--- config.mk ---
export PLATFORM = sky130hd
export DESIGN_NAME = ripple_adder
export DESIGN_NICKNAME = d
export VERILOG_FILES = /design/src/rtl/ripple_adder.sv
export SDC_FILE = /design/constraint.sdc
export NUM_CORES = 1
export LEC_CHECK = 0
export CORE_AREA = 2 2 39 41
export CTS_CLUSTER_DIAMETER = 40
export DETAILED_ROUTE_END_ITERATION = 10
export DIE_AREA = 0 0 41 43
export HOLD_SLACK_MARGIN = 0.12
export PLACE_DENSITY = 0.43
export SYNTH_ARGS = -nofsm -noshare
export SYNTH_HDL_FRONTEND = slang
export SYNTH_SLANG_ARGS = --single-unit
--- constraint.sdc ---
create_clock -name clk -period 2.3 [get_ports clk]
set_input_delay 0.46 -clock clk [delete_from_list [all_inputs] [get_ports clk]]
set_output_delay 0.46 -clock clk [all_outputs]
set_load 0.01 [all_outputs]
--- src/rtl/ripple_adder.sv ---
// ripple_adder: WIDTH-bit ripple-carry adder built from a chain of full-adder
// cells, with the sum, carry-out (and optional overflow) registered for a
// fixed one-cycle latency. Synchronous active-high reset clears all outputs.
// Optional feature macro: RIPPLE_ADDER_OVF_EN adds a registered signed
// overflow output 'ovf'.

// Single-bit full adder cell, gate-level.
module ripple_adder_fa (
    input  logic a_i,
    input  logic b_i,
    input  logic c_i,
    output logic s_o,
    output logic c_o
);
    logic p;

    assign p   = a_i ^ b_i;
    assign s_o = p ^ c_i;
    assign c_o = (a_i & b_i) | (c_i & p);
endmodule

module ripple_adder #(
    parameter int WIDTH = 4
) (
    input  logic             clk,
    input  logic             rst,
    input  logic [WIDTH-1:0] a,
    input  logic [WIDTH-1:0] b,
    input  logic             cin,
    output logic [WIDTH-1:0] sum,
    output logic             cout
`ifdef RIPPLE_ADDER_OVF_EN
    ,
    output logic             ovf
`endif
);
    // c[i] is the carry into bit i; c[WIDTH] is the carry out of the MSB.
    logic [WIDTH:0]   c;
    logic [WIDTH-1:0] sum_d;
    logic             cout_d;
    logic [WIDTH-1:0] sum_q;
    logic             cout_q;

    assign c[0] = cin;

    for (genvar i = 0; i < WIDTH; i++) begin : g_fa
        ripple_adder_fa u_fa (
            .a_i (a[i]),
            .b_i (b[i]),
            .c_i (c[i]),
            .s_o (sum_d[i]),
            .c_o (c[i+1])
        );
    end

    assign cout_d = c[WIDTH];

    // Result register: reset wins over new operands and drops the in-flight value.
    always_ff @(posedge clk) begin
        if (rst) begin
            sum_q  <= '0;
            cout_q <= 1'b0;
        end else begin
            sum_q  <= sum_d;
            cout_q <= cout_d;
        end
    end

    assign sum  = sum_q;
    assign cout = cout_q;

`ifdef RIPPLE_ADDER_OVF_EN
    // Signed overflow: carries into and out of the sign bit disagree.
    logic ovf_d;
    logic ovf_q;

    assign ovf_d = c[WIDTH] ^ c[WIDTH-1];

    // Overflow register, same timing and reset as the sum.
    always_ff @(posedge clk) begin
        if (rst) begin
            ovf_q <= 1'b0;
        end else begin
            ovf_q <= ovf_d;
        end
    end

    assign ovf = ovf_q;
`endif
endmodule

==> impl_results.html <==
<table>
<tr><th>Metric</th><th>Value</th></tr>
<tr><th colspan="2">Run status</th></tr>
<tr><td>Run status</td><td>complete, no violations</td></tr>
<tr><th colspan="2">Floorplanning</th></tr>
<tr><td>Core Area</td><td>1380 um2</td></tr>
<tr><td>Total I/O pin count</td><td>16</td></tr>
<tr><td>Floorplan die area</td><td>1760 um2</td></tr>
<tr><td>Initial Utilization</td><td>16.6%</td></tr>
<tr><td>Horizontal die dimension</td><td>41 um</td></tr>
<tr><td>Overall die height</td><td>43 um</td></tr>
<tr><td>Number of cell rows</td><td>14</td></tr>
<tr><th colspan="2">Global route</th></tr>
<tr><td>Maximum number of pins on one net before global-route repair</td><td>6</td></tr>
<tr><td>First-pass GRT wire length</td><td>565 um</td></tr>
<tr><td>Initial antenna violation count</td><td>0</td></tr>
<tr><td>Overall fraction of global-route tracks in use</td><td>5.57%</td></tr>
<tr><td>Total overflow reported by the global router</td><td>0</td></tr>
<tr><td>Vias in the first global route</td><td>171</td></tr>
<tr><th colspan="2">Logic synthesis</th></tr>
<tr><td>Biggest area consumer among synthesized cells</td><td>sky130_fd_sc_hd__dfxtp_1</td></tr>
<tr><td>Mapped Cells</td><td>21</td></tr>
<tr><td>Post-Syn Nets</td><td>36</td></tr>
<tr><td>Leading cell types by total area after synthesis</td><td>sky130_fd_sc_hd__dfxtp_1 (43%), sky130_fd_sc_hd__fa_1 (35%), sky130_fd_sc_hd__inv_1 (11%)</td></tr>
<tr><td>Mean post-synth cell area</td><td>11.0 um2</td></tr>
<tr><td>Yosys Warn Count</td><td>0</td></tr>
<tr><td>Area of the mapped netlist</td><td>230 um2</td></tr>
<tr><td>Sequential area share after synthesis</td><td>43.5%</td></tr>
<tr><td>Flip-flop and latch count after synthesis</td><td>5</td></tr>
<tr><td>Synth unique cells</td><td>5</td></tr>
<tr><td>Share of Yosys cell area claimed by the top area cell type</td><td>43.5%</td></tr>
<tr><th colspan="2">Timing</th></tr>
<tr><td>Rel. slew slack</td><td>87.5%</td></tr>
<tr><td>Final worst-path cycle share</td><td>97.1%</td></tr>
<tr><td>Final hold violation count</td><td>0</td></tr>
<tr><td>Slew @ Worst Pin</td><td>0.188 ns</td></tr>
<tr><td>Unrepaired setup endpoints after global routing</td><td>no</td></tr>
<tr><td>Final number of max-transition violations</td><td>0</td></tr>
<tr><td>Final setup violation count</td><td>0</td></tr>
<tr><td>Post-layout min period</td><td>2.23 ns</td></tr>
<tr><td>Aggregate negative setup slack</td><td>0 ns</td></tr>
<tr><td>Highest clock frequency the design can meet</td><td>0.448 GHz</td></tr>
<tr><th colspan="2">Clocking</th></tr>
<tr><td>Clk sink count</td><td>5</td></tr>
<tr><td>CTS root buf</td><td>sky130_fd_sc_hd__clkbuf_4</td></tr>
<tr><td>Count of H-tree levels built during CTS</td><td>1</td></tr>
<tr><td>CTS tree</td><td>done</td></tr>
<tr><td>Post-CTS Hold Buffers</td><td>0</td></tr>
<tr><td>Clock transition at path regs</td><td>0.04 ns</td></tr>
<tr><td>Cells resized by post-CTS repair</td><td>0</td></tr>
<tr><td>Postcts setup bufs</td><td>0</td></tr>
<tr><td>Total clock buffers created by CTS</td><td>3</td></tr>
<tr><td>Worst-case clock buffer depth</td><td>2</td></tr>
<tr><th colspan="2">Route</th></tr>
<tr><td>Met1 Wirelength</td><td>140 um</td></tr>
<tr><td>Routed length on met3</td><td>76 um</td></tr>
<tr><td>Routed vias</td><td>183</td></tr>
<tr><td>Via/cell ratio</td><td>3.27</td></tr>
<tr><td>Router iterations before antenna repair</td><td>1</td></tr>
<tr><td>Starting DRC count in detailed routing</td><td>0</td></tr>
<tr><td>Routed WL</td><td>392 um</td></tr>
<tr><td>Number of nets with antenna violations after routing</td><td>0</td></tr>
<tr><td>Met2 wire length</td><td>167 um</td></tr>
<tr><td>Routed wire length per instance</td><td>7.00 um</td></tr>
<tr><td>Post-route DRC violation count</td><td>0</td></tr>
<tr><td>Top layer used by detailed routing</td><td>met4</td></tr>
<tr><th colspan="2">Hold path</th></tr>
<tr><td>Hold Crit Class</td><td>input pin to register</td></tr>
<tr><td>Worst hold path stage count</td><td>2</td></tr>
<tr><th colspan="2">Worst setup path</th></tr>
<tr><td>Chain of cells forming the critical path</td><td>clkdlybuf4s50_1, inv_1, fa_2, inv_2, fa_2, fa_2, inv_2, fa_1, nor2_1</td></tr>
<tr><td>Most used cell along the critical path</td><td>sky130_fd_sc_hd__fa_2</td></tr>
<tr><td>CP Launch Type</td><td>input pin</td></tr>
<tr><td>Slowest cell delay on critical path</td><td>0.40 ns</td></tr>
<tr><td>Crit-path max FO</td><td>1</td></tr>
<tr><td>First element of the critical path</td><td>a[0]</td></tr>
<tr><td>Data required time of the worst path</td><td>2.48 ns</td></tr>
<tr><td>Critical path's slowest cell</td><td>sky130_fd_sc_hd__fa_1</td></tr>
<tr><td>CP endpoint</td><td>sum[3]</td></tr>
<tr><td>Type of element capturing the critical path</td><td>register</td></tr>
<tr><td>CP arrival</td><td>2.41 ns</td></tr>
<tr><td>Setup CP Type</td><td>input pin to register</td></tr>
<tr><th colspan="2">Power and ir drop</th></tr>
<tr><td>Cell area power density</td><td>604 nW/um2</td></tr>
<tr><td>Peak ir drop on the vdd network</td><td>156 uV</td></tr>
<tr><td>Static Leak</td><td>0.186 nW</td></tr>
<tr><th colspan="2">Final layout</th></tr>
<tr><td>Total area of multi-input combinational cells</td><td>111 um2</td></tr>
<tr><td>Area taken by flip-flops and latches</td><td>100 um2</td></tr>
<tr><td>Fillers</td><td>153</td></tr>
<tr><td>Final layout net count</td><td>56</td></tr>
<tr><td>Commonest non-fill, non-tap cell in the layout</td><td>sky130_fd_sc_hd__clkdlybuf4s50_1</td></tr>
<tr><td>Final Instance Area</td><td>434 um2</td></tr>
<tr><td>Layout overhead on the synthesized area</td><td>88.6%</td></tr>
<tr><td>Antenna diodes</td><td>0</td></tr>
<tr><td>Layout cells sized above 1</td><td>20.0%</td></tr>
<tr><td>Top library cells by usage in the layout, fill and taps aside</td><td>sky130_fd_sc_hd__clkdlybuf4s50_1 (15), sky130_fd_sc_hd__inv_1 (5), sky130_fd_sc_hd__dfxtp_1 (5)</td></tr>
<tr><th colspan="2">Placed design</th></tr>
<tr><td>Count of input and output buffers</td><td>15</td></tr>
<tr><td>GPL Wtd Cong</td><td>0.560</td></tr>
<tr><td>Placed inst area</td><td>400 um2</td></tr>
<tr><th colspan="2">Job</th></tr>
<tr><td>Number of max-cap violations</td><td>0</td></tr>
</table>
-- final cells by class --
type	instances	area share [%]
multi-input combinational	9	25.6
inverter	7	6.05
timing repair buffer	15	34.6
clock buffer	4	6.05
tap	16	4.61
sequential	5	23.1
-- metrics by stage --
step	util, %	power, mW	std cells	hold WS (ns)	setup WS, ns
floorplan	-	0.123	21	0.527	0.259
global placement	28.9	0.164	52	1.10	-0.207
detailed placement	28.9	0.165	52	1.10	-0.236
CTS	30.8	0.267	56	0.858	0.0163
global route	31.4	0.278	56	0.894	0.00238
finish	31.4	0.262	56	0.864	0.0658
-- how the worst min path moves through the flow --
stage / from / end / slack (ns)
3_5_place_dp: rst / cout / 1.10
4_1_cts: rst / cout / 0.86
5_1_grt: rst / sum[3] / 0.89
2_1_floorplan: rst / cout / 0.53
6_report: rst / cout / 0.86
3_3_place_gp: rst / cout / 1.10
-- cell usage after synthesis --
| master | count |
|---|---|
| sky130_fd_sc_hd__fa_1 | 4 |
| sky130_fd_sc_hd__nor2b_1 | 2 |
| sky130_fd_sc_hd__nor2_1 | 3 |
| sky130_fd_sc_hd__dfxtp_1 | 5 |
| sky130_fd_sc_hd__inv_1 | 7 |
-- critical path, delay by kind of cell --
kind	cells	cell delay, ns
buffers and inverters	4	0.57
and+or+nand+nor	1	0.08
adders and majority gates	4	1.30
-- power breakdown --
group	leakage [nW]	total, mW	internal, mW	switching, mW
Combinational	0.130	0.0656	0.0421	0.0235
Clock	0.0150	0.0973	0.0653	0.0319
Sequential	0.0417	0.0991	0.0969	0.00221
-- routing by layer --
| metal | track usage (%) | vias to the layer above |
|---|---|---|
| met5 | 0 | - |
| met4 | 10.0 | 0 |
| met3 | 1.57 | 2 |
| met2 | 8.13 | 15 |
| met1 | 3.63 | 73 |
| li1 | - | 93 |
-- registers in the layout (all words and copies together) (netlist names) --
| name | cells |
|---|---|
| sum | 4 |
| cout | 1 |
-- kinds of logic (layout without fill, tap and decap cells) --
group	Yosys count	count (layout)	share of synthesized area, %
adders and majority gates	4	4	34.8
and+or+nand+nor	5	5	10.3
DFF	5	5	43.5
buffers and inverters	7	26	11.4
(Power assumes the default switching activity.)
